==> config.mk <==
export PLATFORM = sky130hd
export DESIGN_NAME = mult_seq_n
export DESIGN_NICKNAME = d
export VERILOG_FILES = /design/src/rtl/mult_pkg.sv /design/src/rtl/mult_seq_ctrl.sv /design/src/rtl/mult_seq_n.sv
export SDC_FILE = /design/constraint.sdc
export NUM_CORES = 1
export LEC_CHECK = 0
export CORE_UTILIZATION = 40
export CTS_CLUSTER_DIAMETER = 50
export DETAILED_ROUTE_END_ITERATION = 8
export PLACE_DENSITY = 0.67
export SYNTH_ARGS = -nofsm -noshare
export SYNTH_HDL_FRONTEND = slang
export SYNTH_HIERARCHICAL = 1
export SYNTH_SLANG_ARGS = --single-unit
==> constraint.sdc <==
create_clock -name clk -period 2 [get_ports clk]
set_input_delay 0.3 -clock clk [delete_from_list [all_inputs] [get_ports clk]]
set_output_delay 0.3 -clock clk [all_outputs]
set_load 0.005 [all_outputs]
==> src/rtl/mult_pkg.sv <==
// Shared definitions for the sequential shift-add multiplier: controller state
// encoding, state width and the bit-counter width helper.
// No ports; imported by mult_seq_ctrl and mult_seq_n.
package mult_pkg;

  localparam int ST_W = 3;

  // ST_ADD/ST_SHIFT are used by the two-phase build, ST_STEP by the fused build.
  typedef enum logic [ST_W-1:0] {
    ST_IDLE  = 3'd0,
    ST_ADD   = 3'd1,
    ST_SHIFT = 3'd2,
    ST_STEP  = 3'd3,
    ST_DONE  = 3'd4
  } state_e;

  // Counter must hold the value WIDTH itself, hence WIDTH+1.
  function automatic int cnt_width(input int width);
    return $clog2(width + 1);
  endfunction

endpackage

==> src/rtl/mult_seq_ctrl.sv <==
// Controller for mult_seq_n: FSM plus remaining-bit counter.
// Latency: busy/done registered; load/add_en/shift_en decoded from current state.
// Backpressure: start is only looked at in IDLE; starts while busy are dropped.
// Ports: clk, reset (sync, active-high), start, q0 (multiplier LSB) in;
//        load, add_en, shift_en (datapath strobes), busy, done out.
// Build option: MULT_FUSED_STEP_EN merges ADD and SHIFT into one STEP state.
module mult_seq_ctrl
  import mult_pkg::*;
#(
  parameter int WIDTH = 8
) (
  input  logic clk,
  input  logic reset,
  input  logic start,
  input  logic q0,
  output logic load,
  output logic add_en,
  output logic shift_en,
  output logic busy,
  output logic done
);

  localparam int CNT_W = cnt_width(WIDTH);

  state_e           state_q, state_d;
  logic [CNT_W-1:0] cnt_q, cnt_d;
  logic             busy_q, busy_d;
  logic             done_q, done_d;
  logic             last_bit;

  // cnt counts bits still to be processed; the shift that sees 1 is the last.
  assign last_bit = (cnt_q == CNT_W'(1));

  always_comb begin
    state_d  = state_q;
    cnt_d    = cnt_q;
    load     = 1'b0;
    add_en   = 1'b0;
    shift_en = 1'b0;

    case (state_q)
      ST_IDLE: begin
        if (start) begin
          load  = 1'b1;
          cnt_d = CNT_W'(WIDTH);
`ifdef MULT_FUSED_STEP_EN
          state_d = ST_STEP;
`else
          state_d = ST_ADD;
`endif
        end
      end

`ifdef MULT_FUSED_STEP_EN
      ST_STEP: begin
        add_en   = q0;
        shift_en = 1'b1;
        cnt_d    = cnt_q - CNT_W'(1);
        state_d  = last_bit ? ST_DONE : ST_STEP;
      end
`else
      ST_ADD: begin
        add_en  = q0;
        state_d = ST_SHIFT;
      end

      ST_SHIFT: begin
        shift_en = 1'b1;
        cnt_d    = cnt_q - CNT_W'(1);
        state_d  = last_bit ? ST_DONE : ST_ADD;
      end
`endif

      ST_DONE: begin
        state_d = ST_IDLE;
      end

      default: begin
        state_d = ST_IDLE;
      end
    endcase

    // Outputs are registered from the next state so they line up with it.
    busy_d = (state_d != ST_IDLE);
    done_d = (state_d == ST_DONE);
  end

  always_ff @(posedge clk) begin
    if (reset) begin
      state_q <= ST_IDLE;
      cnt_q   <= '0;
      busy_q  <= 1'b0;
      done_q  <= 1'b0;
    end else begin
      state_q <= state_d;
      cnt_q   <= cnt_d;
      busy_q  <= busy_d;
      done_q  <= done_d;
    end
  end

  assign busy = busy_q;
  assign done = done_q;

endmodule

==> src/rtl/mult_seq_n.sv <==
// Sequential shift-add unsigned multiplier, WIDTH x WIDTH -> 2*WIDTH.
// Latency: done pulses 2*WIDTH+1 cycles after the start edge (WIDTH+1 fused).
// Backpressure: start ignored while busy, no queuing; product held until next start.
// Ports: clk, reset (sync, active-high), start, multiplicand, multiplier in;
//        busy, done (1-cycle pulse), product ({A,Q}) out.
// Build option: MULT_FUSED_STEP_EN does add-if-Q[0] and shift in one cycle.
module mult_seq_n
  import mult_pkg::*;
#(
  parameter int WIDTH = 8
) (
  input  logic               clk,
  input  logic               reset,
  input  logic               start,
  input  logic [WIDTH-1:0]   multiplicand,
  input  logic [WIDTH-1:0]   multiplier,
  output logic               busy,
  output logic               done,
  output logic [2*WIDTH-1:0] product
);

  logic             load, add_en, shift_en;

  logic [WIDTH-1:0] m_q, m_d;
  logic [WIDTH-1:0] a_q, a_d;
  logic [WIDTH-1:0] q_q, q_d;
  logic             c_q, c_d;
  logic [WIDTH:0]   sum;
  logic [WIDTH:0]   ca;

  mult_seq_ctrl #(
    .WIDTH (WIDTH)
  ) u_ctrl (
    .clk      (clk),
    .reset    (reset),
    .start    (start),
    .q0       (q_q[0]),
    .load     (load),
    .add_en   (add_en),
    .shift_en (shift_en),
    .busy     (busy),
    .done     (done)
  );

  // Carry out of this adder is C; the full product always fits 2*WIDTH bits.
  assign sum = {1'b0, a_q} + {1'b0, m_q};

  always_comb begin
    m_d = m_q;
    a_d = a_q;
    q_d = q_q;
    c_d = c_q;
    // Value of {C,A} entering the shift: the fresh sum when add and shift
    // share a cycle (fused step), otherwise the registered pair.
    ca  = add_en ? sum : {c_q, a_q};

    if (load) begin
      m_d = multiplicand;
      q_d = multiplier;
      a_d = '0;
      c_d = 1'b0;
    end else if (shift_en) begin
      // {C,A,Q} <= {1'b0,C,A,Q} >> 1
      c_d = 1'b0;
      a_d = ca[WIDTH:1];
      q_d = {ca[0], q_q[WIDTH-1:1]};
    end else if (add_en) begin
      {c_d, a_d} = sum;
    end
  end

  always_ff @(posedge clk) begin
    if (reset) begin
      m_q <= '0;
      a_q <= '0;
      q_q <= '0;
      c_q <= 1'b0;
    end else begin
      m_q <= m_d;
      a_q <= a_d;
      q_q <= q_d;
      c_q <= c_d;
    end
  end

  assign product = {a_q, q_q};

endmodule
==> impl_results.md <==
- Root Buffer: clkbuf_8
- Fin Clk Skew: ~5.5 ps
- Critical path data arrival time: between 2000 and 2500 ps
- # DRC: 0
- Setup TNS: 0 ps
- Count leader, synth: nor2_1
- Slowest stage delay, CP: 370 ps
- Rows: 24
- Worst hold margin: around 510 ps
- Global-route wire length before repair: between 7000 and 8000 um
- Final setup fails: 0
- Post-synth top area cell: dfxtp_1
- Critical path class: register to register
- HPWL Detailed: between 3000 and 4000 um
- RSZ-0062 raised after global routing: yes
- Min Tclk post-route: a little under 2000 ps
- Synthesized area: about 1900 um2
- CTS H-Tree Depth: 2
- Largest net degree at the start of global routing: 17
- Synth Register Bits: 34
- Via-to-Cell Ratio: around 5.5
- Die area: 5031 um2
- Max-slew headroom: around three quarters
- Final period util: between 90% and 100%
- Initial drt markers: 73
- Worst path top cell family by delay: compound AO/OA/AOI/OAI gates
- Average wire per standard cell: roughly 14 um
- Share of the synthesized area in the top cell type: between 30% and 40%
- Max clock buf depth: 2
- Crit Path Max Fanout: 6
- Die W: 70.93 um
- FMAX: 517.8 MHz
- Clock insertion delay at the later pin of the skew report: 280 ps
- Startpoint Class: register
- Die height: a little over 70 um
- Fraction of layout cells with a size suffix above 1: a little under a fifth
- Worst hold path class: register to register
- CP max-delay cell: mux2_2
- RD Place Congestion: ~0.84
- Total track usage: 18.31%
- Post-layout total power: ~1700 uW
- Run status: completed
- Synth cell types: 50
- Max-Cap Viols: 0
- Post-synth top cells: nor2_1, dfxtp_1, mux2i_1
- Synth Warn #: 6
- Post-Syn Area per Cell: ~8.9 um2
- Port Buffer Count: 36
- Initial antenna violation count: 0
- Worst Path Required: about 2200 ps
- Syn_nets: around 240
- CTS sink count: 34
- Starting Density: roughly 42%
- Via Count: between 1,500 and 2,000
- Drt pass-1 iters: 6
- Filler Cells Inserted: 429
- Final Max Slew Viols: 0
- Part of the Yosys area used for sequential elements: between 30% and 40%
- PwrDens: 658.6 nW/um2
- Core area: between 4000 and 5000 um2
- Area contributors post-synth: dfxtp_1, mux2i_1, nor2_1
- Setup WS post-layout: a little under 70 ps
- Bufs and invs on worst path: 0
- Worst-path cell chain: ha_2 > a41o_2 > a31oi_2 > mux2_2 > and3_1 > nor3_2
- Peak supply drop: approximately 0.00039 V
- Hold-fix buffers, CTS: 0
- Area Growth Syn to Fin: 34.63%
- Final Hold Vio Count: 0
- Vias in the first global route: 1,613
- Nets: approximately 290
- Number of flops mapped to enable cells by yosys: 0
- Worst Setup End Kind: register
- Cells after synthesis: about 210
- CTS tree: done
- Leak: a little over 0.001 uW
- Synth async-reset ratio: 0%
- DP Worst Slack: -6.507 ps
- Worst-path clk slew: roughly 70 ps
- Clock buffer count from CTS: 5
- Final WL: 4399 um
- Main synth FF type: dfxtp_1
- GRT Residual Overflow: 0
- Antenna viol nets, final: 0
- N_diodes: 0
- Slew @ Worst Pin: about 350 ps
- Num ports: 37
-- where the power goes --
part / leakage, uW / switching, uW / internal [uW]
sequential: 0.000280 / 33.3 / 717
clock: 0.0000524 / 246 / 373
combinational: 0.000681 / 145 / 172
-- placed cells by master (no fill, tap or decap), drive strengths merged, types with 9 or more instances in the layout --
master | netlist | final
nor2 | 37 | 37
clkdlybuf4s50 | 0 | 36
dfxtp | 34 | 34
mux2i | 18 | 18
buf | 7 | 18
a21oi | 13 | 13
nor3 | 11 | 11
ha | 10 | 10
a211oi | 10 | 10
nand2 | 9 | 9
-- per-layer routing --
metal  vias up  routed length, um  track usage (%)  part of all wire (%)
met3         5                212            3.989                   4.8
met4         0                 59            7.778                   1.3
met2        49               1892            27.24                    43
li1        869                  -                -                     -
met5         -                  0                0                     0
met1       793               2235            25.60                    51
-- worst paths after layout --
path	cells after the start	slack, ps	startpoint	end
max	6	70	a_q[5]$_SDFFE_PP0P_	a_q[6]$_SDFFE_PP0P_
min	2	510	m_q[6]$_SDFFE_PP0P_	m_q[6]$_SDFFE_PP0P_
max reg2reg	6	70	a_q[5]$_SDFFE_PP0P_	a_q[6]$_SDFFE_PP0P_
min reg2reg	2	510	m_q[6]$_SDFFE_PP0P_	m_q[6]$_SDFFE_PP0P_
-- through the flow --
| stage | instances | cell area [um2] | utilization, % |
|---|---|---|---|
| final | 314 | 2559 | 57.19 |
| after global routing | 314 | 2559 | 57.19 |
| after CTS | 311 | 2490 | 55.65 |
| after detailed placement | 303 | 2384 | 53.27 |
| after global placement | 303 | 2384 | 53.27 |
| after floorplan | 213 | 1906 | - |
-- registers in the layout, summed over array words and instances (netlist names) --
name	flops
u_ctrl/done	1
m_q	8
a_q	8
c_q	1
u_ctrl/state_q	3
u_ctrl/busy	1
q_q	8
u_ctrl/cnt_q	4
-- logic make-up after synthesis --
family,Yosys count,share of synthesized area [%]
xor gates and xnor gates,3,1.383
AOI/OAI and AO/OA,44,15.93
muxes,19,10.07
adders and majority gates,11,7.637
buffers and inverters,19,5.530
DFF,34,35.81
and+or+nand+nor,83,23.63
-- what timing repair did --
item                                    in CTS  in global routing
endpoints found under the setup margin       1                  6
pin swaps                                    1                  5
gates resized for setup                      0                 12
setup buffers                                0                  3
-- worst register-to-register path: stages (launching register included) --
cell and delay, ps:
dfxtp_1 360, ha_2 310, a41o_2 290, a31oi_2 190, mux2_2 370, and3_1 180
nor3_2 170
-- final cells by class --
class / count / area, um2 / share of cell area [%]
Clock inverter: 1 / 30.03 / 1.174
Clock buffer: 7 / 76.32 / 2.983
Tap cell: 52 / 65.06 / 2.543
Inverter: 6 / 32.53 / 1.271
Sequential cell: 34 / 685.7 / 26.80
Timing Repair Buffer: 54 / 508.0 / 19.85
Multi-Input combinational cell: 160 / 1161 / 45.38
No activity file was read; power rests on OpenSTA's default activity.
